[src/rtl/uart_rx_buffered.sv]
// 8N1 UART receiver with a first-word-fall-through byte FIFO.
// Framing errors and overruns are reported as sticky flags.
module uart_rx_buffered #(
   parameter int CLOCK_FREQ = 27000000,
   parameter int BIT_RATE   = 9600,
   parameter int FIFO_DEPTH = 16
) (
   input  logic                          clk,
   input  logic                          reset,
   input  logic                          rx,
   input  logic                          rd_en,
   output logic [7:0]                    rd_data,
   output logic                          empty,
   output logic                          full,
   output logic [$clog2(FIFO_DEPTH):0]   count,
   output logic                          frame_error,
   output logic                          overrun,
   input  logic                          clear_flags
);

   localparam int CLKS_PER_BIT = CLOCK_FREQ / BIT_RATE;
   localparam int AW           = $clog2(FIFO_DEPTH);
   localparam int CW           = $clog2(CLKS_PER_BIT);

   localparam logic [CW-1:0] HALF_M1 = CW'(CLKS_PER_BIT / 2 - 1);
   localparam logic [CW-1:0] LAST    = CW'(CLKS_PER_BIT - 1);

   localparam logic [2:0] IDLE  = 3'd0;
   localparam logic [2:0] START = 3'd1;
   localparam logic [2:0] DATA  = 3'd2;
   localparam logic [2:0] STOP  = 3'd3;
   localparam logic [2:0] BREAK = 3'd4;

   logic          sync1, rx_s;
   logic [2:0]    state;
   logic [CW-1:0] clk_cnt;
   logic [2:0]    bit_cnt;
   logic [7:0]    shift_reg;

   logic [7:0]    mem [FIFO_DEPTH];
   logic [AW:0]   wr_ptr, rd_ptr;

   logic stop_sample, push, do_pop, do_push, fe_set, ov_set;

   always_ff @(posedge clk) begin
      if (!reset) begin
         sync1 <= 1'b1;
         rx_s  <= 1'b1;
      end else begin
         sync1 <= rx;
         rx_s  <= sync1;
      end
   end

   always_ff @(posedge clk) begin
      if (!reset) begin
         state     <= IDLE;
         clk_cnt   <= '0;
         bit_cnt   <= '0;
         shift_reg <= '0;
      end else begin
         case (state)
            IDLE: begin
               if (!rx_s) begin
                  state   <= START;
                  clk_cnt <= '0;
               end
            end
            START: begin
               if (clk_cnt == HALF_M1) begin
                  if (rx_s) begin
                     state <= IDLE;
                  end else begin
                     state   <= DATA;
                     clk_cnt <= '0;
                     bit_cnt <= '0;
                  end
               end else begin
                  clk_cnt <= clk_cnt + CW'(1);
               end
            end
            DATA: begin
               if (clk_cnt == LAST) begin
                  clk_cnt   <= '0;
                  shift_reg <= {rx_s, shift_reg[7:1]};
                  bit_cnt   <= bit_cnt + 3'd1;
                  if (bit_cnt == 3'd7) state <= STOP;
               end else begin
                  clk_cnt <= clk_cnt + CW'(1);
               end
            end
            STOP: begin
               if (clk_cnt == LAST) begin
                  clk_cnt <= '0;
                  state   <= rx_s ? IDLE : BREAK;
               end else begin
                  clk_cnt <= clk_cnt + CW'(1);
               end
            end
            BREAK: begin
               if (rx_s) state <= IDLE;
            end
            default: state <= IDLE;
         endcase
      end
   end

   assign stop_sample = (state == STOP) && (clk_cnt == LAST);
   assign push        = stop_sample && rx_s;
   assign fe_set      = stop_sample && !rx_s;

   assign count   = wr_ptr - rd_ptr;
   assign empty   = (count == '0);
   assign full    = (count == (AW+1)'(FIFO_DEPTH));
   assign do_pop  = rd_en && !empty;
   // When full, a simultaneous pop frees the head slot, which is the slot the push writes.
   assign do_push = push && (!full || do_pop);
   assign ov_set  = push && full && !do_pop;
   assign rd_data = empty ? 8'h00 : mem[rd_ptr[AW-1:0]];

   always_ff @(posedge clk) begin
      if (do_push) mem[wr_ptr[AW-1:0]] <= shift_reg;
   end

   always_ff @(posedge clk) begin
      if (!reset) begin
         wr_ptr      <= '0;
         rd_ptr      <= '0;
         frame_error <= 1'b0;
         overrun     <= 1'b0;
      end else begin
         if (do_push) wr_ptr <= wr_ptr + (AW+1)'(1);
         if (do_pop)  rd_ptr <= rd_ptr + (AW+1)'(1);
         if (fe_set)           frame_error <= 1'b1;
         else if (clear_flags) frame_error <= 1'b0;
         if (ov_set)           overrun <= 1'b1;
         else if (clear_flags) overrun <= 1'b0;
      end
   end

endmodule

[config.mk]
export PLATFORM = sky130hd
export DESIGN_NAME = uart_rx_buffered
export DESIGN_NICKNAME = d
export VERILOG_FILES = /design/src/rtl/uart_rx_buffered.sv
export SDC_FILE = /design/constraint.sdc
export NUM_CORES = 1
export LEC_CHECK = 0
export ABC_CLOCK_PERIOD_IN_PS = 2900
export CAP_MARGIN = 20
export CORE_ASPECT_RATIO = 0.7
export CORE_UTILIZATION = 40
export DETAILED_ROUTE_END_ITERATION = 10
export PLACE_DENSITY = 0.67
export SYNTH_ARGS = -nofsm -noshare
export SYNTH_HDL_FRONTEND = slang
export SYNTH_SLANG_ARGS = --single-unit
[constraint.sdc]
create_clock -name clk -period 2.9 [get_ports clk]
set_input_delay 0.58 -clock clk [delete_from_list [all_inputs] [get_ports clk]]
set_output_delay 0.58 -clock clk [all_outputs]
set_load 0.005 [all_outputs]
==> run_results.csv <==
group,metric,value,unit
cells_and_area,layout-drive-gt1-share,0.292,
power_and_ir_drop,p_leak,2.91,nW
logic_synthesis,netlist_area,7220,µm²
die,rows,40,
timing,max_clock_freq,0.321,GHz
placed_design,placed_cells,737,
logic_synthesis,synth_nets,500,
cts,cts_tree,"built",
worst_setup_path,critical_path.most_common_cell,"inv_2",
logic_synthesis,synth_ff_type,"edfxtp_1",
worst_setup_path,path_cells,"inv_2 -> ha_4 -> fa_2 -> nand2b_4 -> a21oi_4 -> xor2_2 -> inv_2 -> nor2_4 -> buf_12 -> buf_8 -> nor2b_4 -> buf_2",
die,design.die.area,18600,µm²
timing,timing_hold_violations_final,0,
cts,cts.sinks,172,
status,violations,"negative setup slack",
worst_setup_path,critPathSlowestCell,"fa_2",
cells_and_area,final_cells,779,
detailed_routing,vias_per_cell,5.60,
timing,setup_ws,-213,ps
timing,fin_crit,3110,ps
detailed_routing,dr.pass1.iters,5,
cts,root_buffer,"clkbuf_16",
worst_setup_path,cp.required,2320,ps
worst_setup_path,critPathBufInv,5,
detailed_routing,vias,4363,
global_route,grt_overflow,0,
global_route,grt_pass1_vias,4340,
cts,cts_buffer_depth,2,
detailed_routing,wl,15100,µm
placed_design,numPortBuffers,21,
placed_design,pre_cts_ws,-212,ps
die,ioPinCount,22,
power_and_ir_drop,power_frac_clock,0.324,
die,die_h,114,µm
logic_synthesis,syn-instance-count,481,
global_route,grt_max_degree,30,
detailed_routing,first_iter_violations,320,
logic_synthesis,async_flop_share,0,
die,core,17400,µm²
placed_design,place.gp.congestion,0.819,
logic_synthesis,synth.distinct_cells,54,
global_route,antenna_found_initial,0,
cells_and_area,area_delta_synth_final,19.6,%
power_and_ir_drop,p_sw_frac,0.278,
timing,finalCritPeriodShare,1.07,
worst_setup_path,crit_path_max_incr_delay,390,ps
worst_setup_path,worstPathMaxFanout,6,
cts,htree_num_levels,4,
logic_synthesis,synth_edf_count,128,
worst_setup_path,critPathKind,"register to primary output",
cells_and_area,largest_reg_flops,128,
timing,final-setup-viol-count,9,
timing,fin_worst_skew,15.9,ps
logic_synthesis,avgSynthCellArea,15.0,µm²
worst_setup_path,critPathLaunchType,"register",
job,max_cap_violations,0,
worst_setup_path,cp.arrival,2530,ps
status,outcome,"complete, but fails checks",
detailed_routing,wl_per_cell,19.4,µm
power_and_ir_drop,p_comb_frac,0.278,
worst_setup_path,cpLargestDelayFamily,"adder cells",
placed_design,dp_hpwl,10100,µm
cells_and_area,antenna_cells,0,
hold_path,hold_class,"register to register",
power_and_ir_drop,power_switching,1.86,mW
cts,cts_buffers,17,
die,initial_core_util,0.415,
global_route,gr-usage-all-layers,0.174,
logic_synthesis,ys_seq_area_frac,0.654,
power_and_ir_drop,pwr_density_cell,773,nW/µm²
cts,clkTransAtPathRegs,70,ps
power_and_ir_drop,peakVddDrop,319,µV
power_and_ir_drop,p_seq_frac,0.398,
cts,hold_buffers,0,
logic_synthesis,synth_seq_cells,172,
detailed_routing,drcViolationCount,0,
logic_synthesis,synth_warnings,0,
worst_setup_path,r2r_setup_slack,150,ps
detailed_routing,ant_nets,0,
cts,clock_latency,430,ps
cells_and_area,finalNetCount,554,
worst_setup_path,end_kind,"primary output",
timing,rsz0062_at_grt,"yes",
timing,worst_pin_slew,783,ps
die,chipWidth,163,µm
timing,relSlewSlack,0.478,
power_and_ir_drop,internal_power,4.82,mW
global_route,grt_pass1_wl,24000,µm
timing,finalMaxSlewViolations,0,
-- worst paths after layout --
path / start / end / depth (start not counted)
min reg2reg: sync1 / rx_s / 1
max: wr_ptr[0] / rd_data[2] / 12
min: sync1 / rx_s / 1
max reg2reg: wr_ptr[0] / mem[3][2] / 10
-- metal layers --
metal | vias up | global-route usage | wire length (µm)
li1 | 1985 | - | -
met1 | 2238 | 0.235 | 6850
met2 | 128 | 0.275 | 7290
met3 | 12 | 0.0388 | 816
met4 | 0 | 0.0648 | 179
met5 | - | 0 | 0
-- cell usage after synthesis (2+ instances only) --
cell type / instances / area, µm²
nor2b_1: 13 / 81.3
nor3_1: 3 / 15.0
dfxtp_1: 44 / 881
a21oi_1: 27 / 135
o21ai_1: 11 / 55.1
nor2_1: 23 / 86.3
nand3_1: 9 / 45.0
edfxtp_1: 128 / 3840
o21ai_0: 14 / 70.1
buf_2: 8 / 40.0
and2_1: 2 / 12.5
inv_1: 16 / 60.1
xor2_1: 6 / 52.6
nor4_1: 3 / 18.8
nand2_1: 35 / 131
clkbuf_1: 11 / 41.3
nand4_1: 7 / 43.8
o31ai_1: 2 / 15.0
a31oi_1: 4 / 25.0
and3_1: 15 / 93.8
ha_1: 13 / 163
o211ai_1: 2 / 15.0
mux4_2: 40 / 901
o22ai_1: 2 / 12.5
and3_2: 2 / 15.0
nand2b_1: 7 / 43.8
xnor2_1: 2 / 17.5
or3_1: 5 / 31.3
o221ai_1: 2 / 17.5
-- cells by family (layout without fill, tap and decap cells) --
logic type | Yosys count | after routing | synth area share
adders and majority gates | 14 | 14 | 0.0253
AOI/OAI and AO/OA | 73 | 73 | 0.0603
buffers and inverters | 37 | 104 | 0.0217
and+or+nand+nor | 135 | 135 | 0.101
DFF | 172 | 172 | 0.654
muxes | 42 | 42 | 0.128
xor gates and xnor gates | 8 | 8 | 0.00970
-- power by group through the flow --
stage	logic [mW]	registers, mW	clock network (mW)
after floorplan	0.797	2.70	0
after global placement	1.47	2.71	0
after detailed placement	1.48	2.71	0
after CTS	1.83	2.66	2.20
after global routing	1.98	2.66	2.29
final	1.86	2.66	2.16
-- layout make-up --
type,count,area [µm²]
inverters,16,60.1
multi-input cells,272,2500
fillers,1482,8770
clock buffers,17,425
well taps,231,289
repair buffers,56,504
flip-flops and latches,172,4730
clock inverters,15,139
-- through the flow --
step | instance area (µm²) | power, mW | hold WS (ps) | setup TNS (ps) | util
after floorplan | 7230 | 3.50 | 386 | 0 | -
after global placement | 7860 | 4.18 | 394 | -2750 | 0.451
after detailed placement | 7860 | 4.19 | 398 | -19440 | 0.451
after CTS | 8600 | 6.69 | 413 | -2870 | 0.494
after global routing | 8640 | 6.94 | 428 | -2660 | 0.496
final | 8640 | 6.68 | 410 | -1510 | 0.496
-- repair_timing --
action	in CTS	in global routing
pin swaps	6	4
buffers inserted	15	4
setup endpoints to repair	132	143
gates resized for setup	78	9
gates cloned	1	0
-- cells in the final DEF, fill, tap and decap left out, types with 5 or more instances in the layout --
master,instances
nand4_1,7
ha_1,11
inv_8,5
nor2_1,21
o21ai_1,11
clkbuf_16,18
a21oi_1,26
buf_4,27
o21ai_0,14
nand2b_1,6
nand3_1,9
dfxtp_1,42
or3_1,5
inv_1,13
xor2_1,5
and3_2,16
nand2_1,35
inv_6,6
nor2b_1,10
mux4_2,40
buf_2,9
edfxtp_1,128
clkdlybuf4s50_1,10
Note: power is estimated with default switching activity, not from simulation.
==> patch 1, RTL diff (config.mk and constraints unchanged) <==
Compare `clk_cnt` against `LAST` with >= in place of ==.
--- a/src/rtl/uart_rx_buffered.sv
+++ b/src/rtl/uart_rx_buffered.sv
@@ -105,7 +105,7 @@
       end
    end
 
-   assign stop_sample = (state == STOP) && (clk_cnt == LAST);
+   assign stop_sample = (state == STOP) && (clk_cnt >= LAST);
    assign push        = stop_sample && rx_s;
    assign fe_set      = stop_sample && !rx_s;
 
Check against the original RTL: same outputs for any inputs over 10 cycles, from zero or initial values and one cycle with reset low; that may be too few to reach the edited logic, so the function may still have changed.
==> patch 1 against the original RTL <==
Synthesized cell count down 2.1%. Global-route usage is 0.61 points higher. Via count grew 1.8%. Core utilization is 1.5 points higher. Sequential cell count unchanged. Register-to-register slack worse by 0.17 ns. Clock skew is 0.0071 ns lower. Total power grew 6.7%. Critical path type unchanged. Worst setup slack worse by 0.073 ns. First-iteration DRC count is 56% higher. The flow still finishes with violations (negative setup slack). Fmax down 2.3%. Synthesized area is 3.0% higher. Critical endpoint is now rd_data[0]. Routed wire length up 9.9%. Cell area grew 7.2%.
==> patch 1: results (changes against the original RTL) <==
post_cts resized 97 (was 78); setup violators final 44 (was 9); WP data arrival 2.61 ns (was 2.53 ns); vias in the first global route 4274 (was 4340); first-pass GRT wire length 24720 microns (was 23970 microns); via count 4441 (was 4363); count of cell types in the netlist 64 (was 54); Initial DRC Count 498 (was 320); hold_ws 0.4075 ns (was 0.4096 ns); Post-Syn Area per Cell 15.79 sq um (was 15.02 sq um); worst slack, placed -0.3833 ns (was -0.2123 ns); Area contributors post-synth edfxtp_1, dfxtp_1, mux4_1, mux4_2, nor2_1 (was edfxtp_1, mux4_2, dfxtp_1, ha_1, a21oi_1); DRT Pass-1 Iters 6 (was 5); crit path max fanout 5 (was 6); Inserted Diodes 0 (unchanged); WL final 16640 microns (was 15140 microns); Post-Synth XOR/XNOR Area 1.262% (was 0.9700%); fill count 1398 (was 1482); Slew @ Worst Pin 0.8282 ns (was 0.7828 ns); mux share of post-synthesis cell area 15.31% (was 12.80%); status complete, but fails checks (unchanged); post-DP HPWL 10120 microns (was 10080 microns); Final GP Congestion 0.8972 (was 0.8185); setup slack after layout -0.2860 ns (was -0.2127 ns); peak supply drop 410.7 uV (was 318.6 uV); fraction of the mapped netlist area in adder cells 2.456% (was 2.529%); failing checks negative setup slack (unchanged); Sw Ratio 26.01% (was 27.84%); Mapped Nets 490 (was 500); placed cell count 742 (was 737); via/cell ratio 5.531 (was 5.601); sequential share of the synthesized area 63.52% (was 65.41%); compound-cell area share of the yosys netlist 4.912% (was 6.028%); skew final 0.008760 ns (was 0.01589 ns); final net count 573 (was 554)
## patch 1: power by group through the flow
stage               clock [mW]  combinational [mW]  sequential, mW
floorplan                    0               0.976            2.70
global placement             0                1.61            2.71
detailed placement           0                1.65            2.71
CTS                       2.29                2.15            2.66
global route              2.40                2.33            2.66
finish                    2.27                2.20            2.66
## patch 1: worst paths after layout
| check | start | endpoint | cells past startpoint |
|---|---|---|---|
| worst max register to register | wr_ptr[0] | mem[0][1] | 13 |
| worst min-delay path | sync1 | rx_s | 1 |
| worst max-delay path | wr_ptr[0] | rd_data[0] | 11 |
| worst min register to register | sync1 | rx_s | 1 |
## patch 1: layer usage
| layer | track usage (%) | part of all wire [%] | vias to the layer above |
|---|---|---|---|
| met5 | 0 | 0 | - |
| met4 | 4.465 | 0.98 | 0 |
| met3 | 5.043 | 6.7 | 10 |
| met2 | 27.81 | 47 | 152 |
| met1 | 25.15 | 46 | 2275 |
| li1 | - | - | 2004 |
## patch 1: critical path: stages, from the launching register on
cell     delay (ns)
dfxtp_2        0.34
inv_2          0.05
ha_4           0.15
fa_2           0.55
inv_2          0.06
nor4_4         0.28
mux2i_4        0.14
nor2_4         0.18
buf_12         0.16
buf_6          0.11
nor2b_4        0.03
buf_2          0.12
## patch 1: area by class of cell
type | count | area, sq um | share of cell area (%)
Sequential cell | 172 | 4726 | 51.03
Multi-Input combinational cell | 264 | 2774 | 29.95
Timing Repair Buffer | 84 | 825.8 | 8.917
Clock buffer | 21 | 440.4 | 4.755
Tap cell | 236 | 295.3 | 3.188
Clock inverter | 11 | 143.9 | 1.554
Inverter | 15 | 56.30 | 0.6079
## patch 1: stage by stage
step	instance area (sq um)	TNS, ns
after global routing	9261	-6.182
after global placement	8118	-9.313
final	9261	-2.804
after floorplan	7443	-5.381
after detailed placement	8118	-23.33
after CTS	9079	-3.486
==> patch 2, RTL diff (same settings) <==
Without the edit above. The parameter `FIFO_DEPTH` goes from 16 to 32.
--- a/src/rtl/uart_rx_buffered.sv
+++ b/src/rtl/uart_rx_buffered.sv
@@ -3,7 +3,7 @@
 module uart_rx_buffered #(
    parameter int CLOCK_FREQ = 27000000,
    parameter int BIT_RATE   = 9600,
-   parameter int FIFO_DEPTH = 16
+   parameter int FIFO_DEPTH = 32
 ) (
    input  logic                          clk,
    input  logic                          reset,
Interface: changed (resized count); port bits go from 22 to 23. The function was not compared with the original's and may differ.
==> patch 2 against the original RTL <==
The flow still finishes with violations (negative setup slack). First-iteration DRC count rose by 63%. Sequential cell count rose by 131. Register-to-register slack got worse by 0.21 ns. Critical path depth fell by 1. Total power rose by 49%. Cell area rose by 80%. Synthesized cell count rose by 51%. Sequential share of layout area rose by 0.80 points. Synthesized area rose by 71%. Worst setup slack got worse by 0.20 ns. Routed wire length rose by 77%.
==> patch 2: results (changes against the original RTL) <==
sequential share of the synthesized area 69.80% (was 65.41%); fraction of final layout cells with drive strength greater than 1 37.20% (was 29.20%); failing checks negative setup slack (unchanged); max FFs per register 256 (was 128); CP top delay family adder cells (unchanged); area post-placement 0.01382 sq mm (was 0.007858 sq mm); count of cell types in the netlist 57 (was 54); cts bufs inserted 28 (was 17); WP data arrival 2.73 ns (was 2.53 ns); Inserted Diodes 0 (unchanged); M1 WL 12260 microns (was 6847 microns); Max Root-Sink Buffers 3 (was 2); total track usage 17.30% (was 17.36%); met2 WL 12260 microns (was 7292 microns); Synth top area share 62.19% (was 53.21%); vias in the first global route 6911 (was 4340); slowest stage delay, CP 0.53 ns (was 0.39 ns); setup slack after layout -0.4126 ns (was -0.2127 ns); FFs w/ async S/R, synth 0% (unchanged); IO buf count 22 (was 21); GRT met1 Usage 25.42% (was 23.52%); WL per Instance 20.66 microns (was 19.43 microns); Max-slew headroom 39.44% (was 47.82%); worst setup path startpoint wr_ptr[0] (unchanged); initial antenna violation count 0 (unchanged); via/cell ratio 5.347 (was 5.601); LEAKAGE 5.022 nW (was 2.911 nW); skew final 0.01429 ns (was 0.01589 ns); peak supply drop 446.2 uV (was 318.6 uV); met3 GRT Util 3.347% (was 3.875%); met3 wire len 1797 microns (was 816 microns); EDFF count, synth 256 (was 128); CP startpoint kind flop (unchanged); final net count 885 (was 554); Final GP Congestion 0.7845 (was 0.8185); setup violators final 264 (was 9); Area contributors post-synth edfxtp_1, mux4_2, dfxtp_1, nor2_1, mux2i_1 (was edfxtp_1, mux4_2, dfxtp_1, ha_1, a21oi_1); global-route met2 utilization 26.72% (was 27.52%); Mapped Nets 745 (was 500); hold path start sync1 (unchanged); TritonCTS clock tree yes (unchanged); Fin Setup TNS -10.54 ns (was -1.512 ns); Synth top cells by count edfxtp_1, mux4_2, nor2_1 (was edfxtp_1, dfxtp_1, mux4_2); H-Tree Depth 1 (was 4); status complete, but fails checks (unchanged); HP Class reg2reg (unchanged); largest net degree at the start of global routing 35 (was 30); post-DP HPWL 16820 microns (was 10080 microns); first-pass GRT wire length 40920 microns (was 23970 microns); Initial DRC Count 520 (was 320); Hold Fails Final Rpt 0 (unchanged); Max Used Layer met4 (unchanged); slowest cell on the critical path fa_2 (unchanged); placed cell count 1226 (was 737); Post-Syn Area per Cell 17.05 sq um (was 15.02 sq um); clock insertion delay at the later pin of the skew report 0.55 ns (was 0.43 ns); Layout Cells excl Fill 1299 (was 779); crit path max fanout 5 (was 6)
## patch 2: report_power, final
part           switching (mW)  total [mW]  leakage [nW]  internal (mW)
logic                   0.716        1.68          1.84          0.965
clock network            1.56        3.56         0.431           2.00
registers              0.0308        4.70          2.75           4.67
total                    2.31        9.95          5.02           7.64
## patch 2: final timing paths
| path | endpoint | cells past startpoint | slack (ns) |
|---|---|---|---|
| setup / recovery | rd_data[5] | 11 | -0.41 |
| hold / removal | rx_s | 1 | 0.41 |
| setup reg to reg | mem[18][3] | 15 | -0.06 |
| hold reg to reg | rx_s | 1 | 0.41 |
## patch 2: area by class of cell
class	count	area [sq um]
Fill cell	2387	14610
Sequential cell	303	8640
Multi-Input combinational cell	371	3991
Timing Repair Buffer	145	1466
Clock buffer	31	733.2
Tap cell	412	515.5
Clock inverter	21	160.2
Inverter	16	60.06
## patch 2: cells by family (layout without fill, tap and decap cells)
kind of cell | after synthesis | after routing | share of synthesized area [%]
simple gates | 169 | 169 | 7.085
compound gates | 89 | 89 | 4.534
buf+inv | 51 | 213 | 1.710
xor+xnor | 5 | 5 | 0.3542
mux | 93 | 93 | 14.94
fa+ha+maj | 15 | 15 | 1.579
flops | 303 | 303 | 69.80
## patch 2: what timing repair did
item	in CTS	in global routing
hold buffers	0	0
hold endpoints to repair	0	0
setup endpoints to repair	272	275
resized for setup	155	71
buffers inserted	10	11
pin swaps	23	27
cloned	1	1
## patch 2: stage by stage
step | setup slack, ns | util (%)
floorplan | -0.1115 | -
global placement | -0.2271 | 45.82
detailed placement | -0.3047 | 45.82
CTS | -0.4889 | 50.25
global route | -0.5141 | 51.59
finish | -0.4126 | 51.59
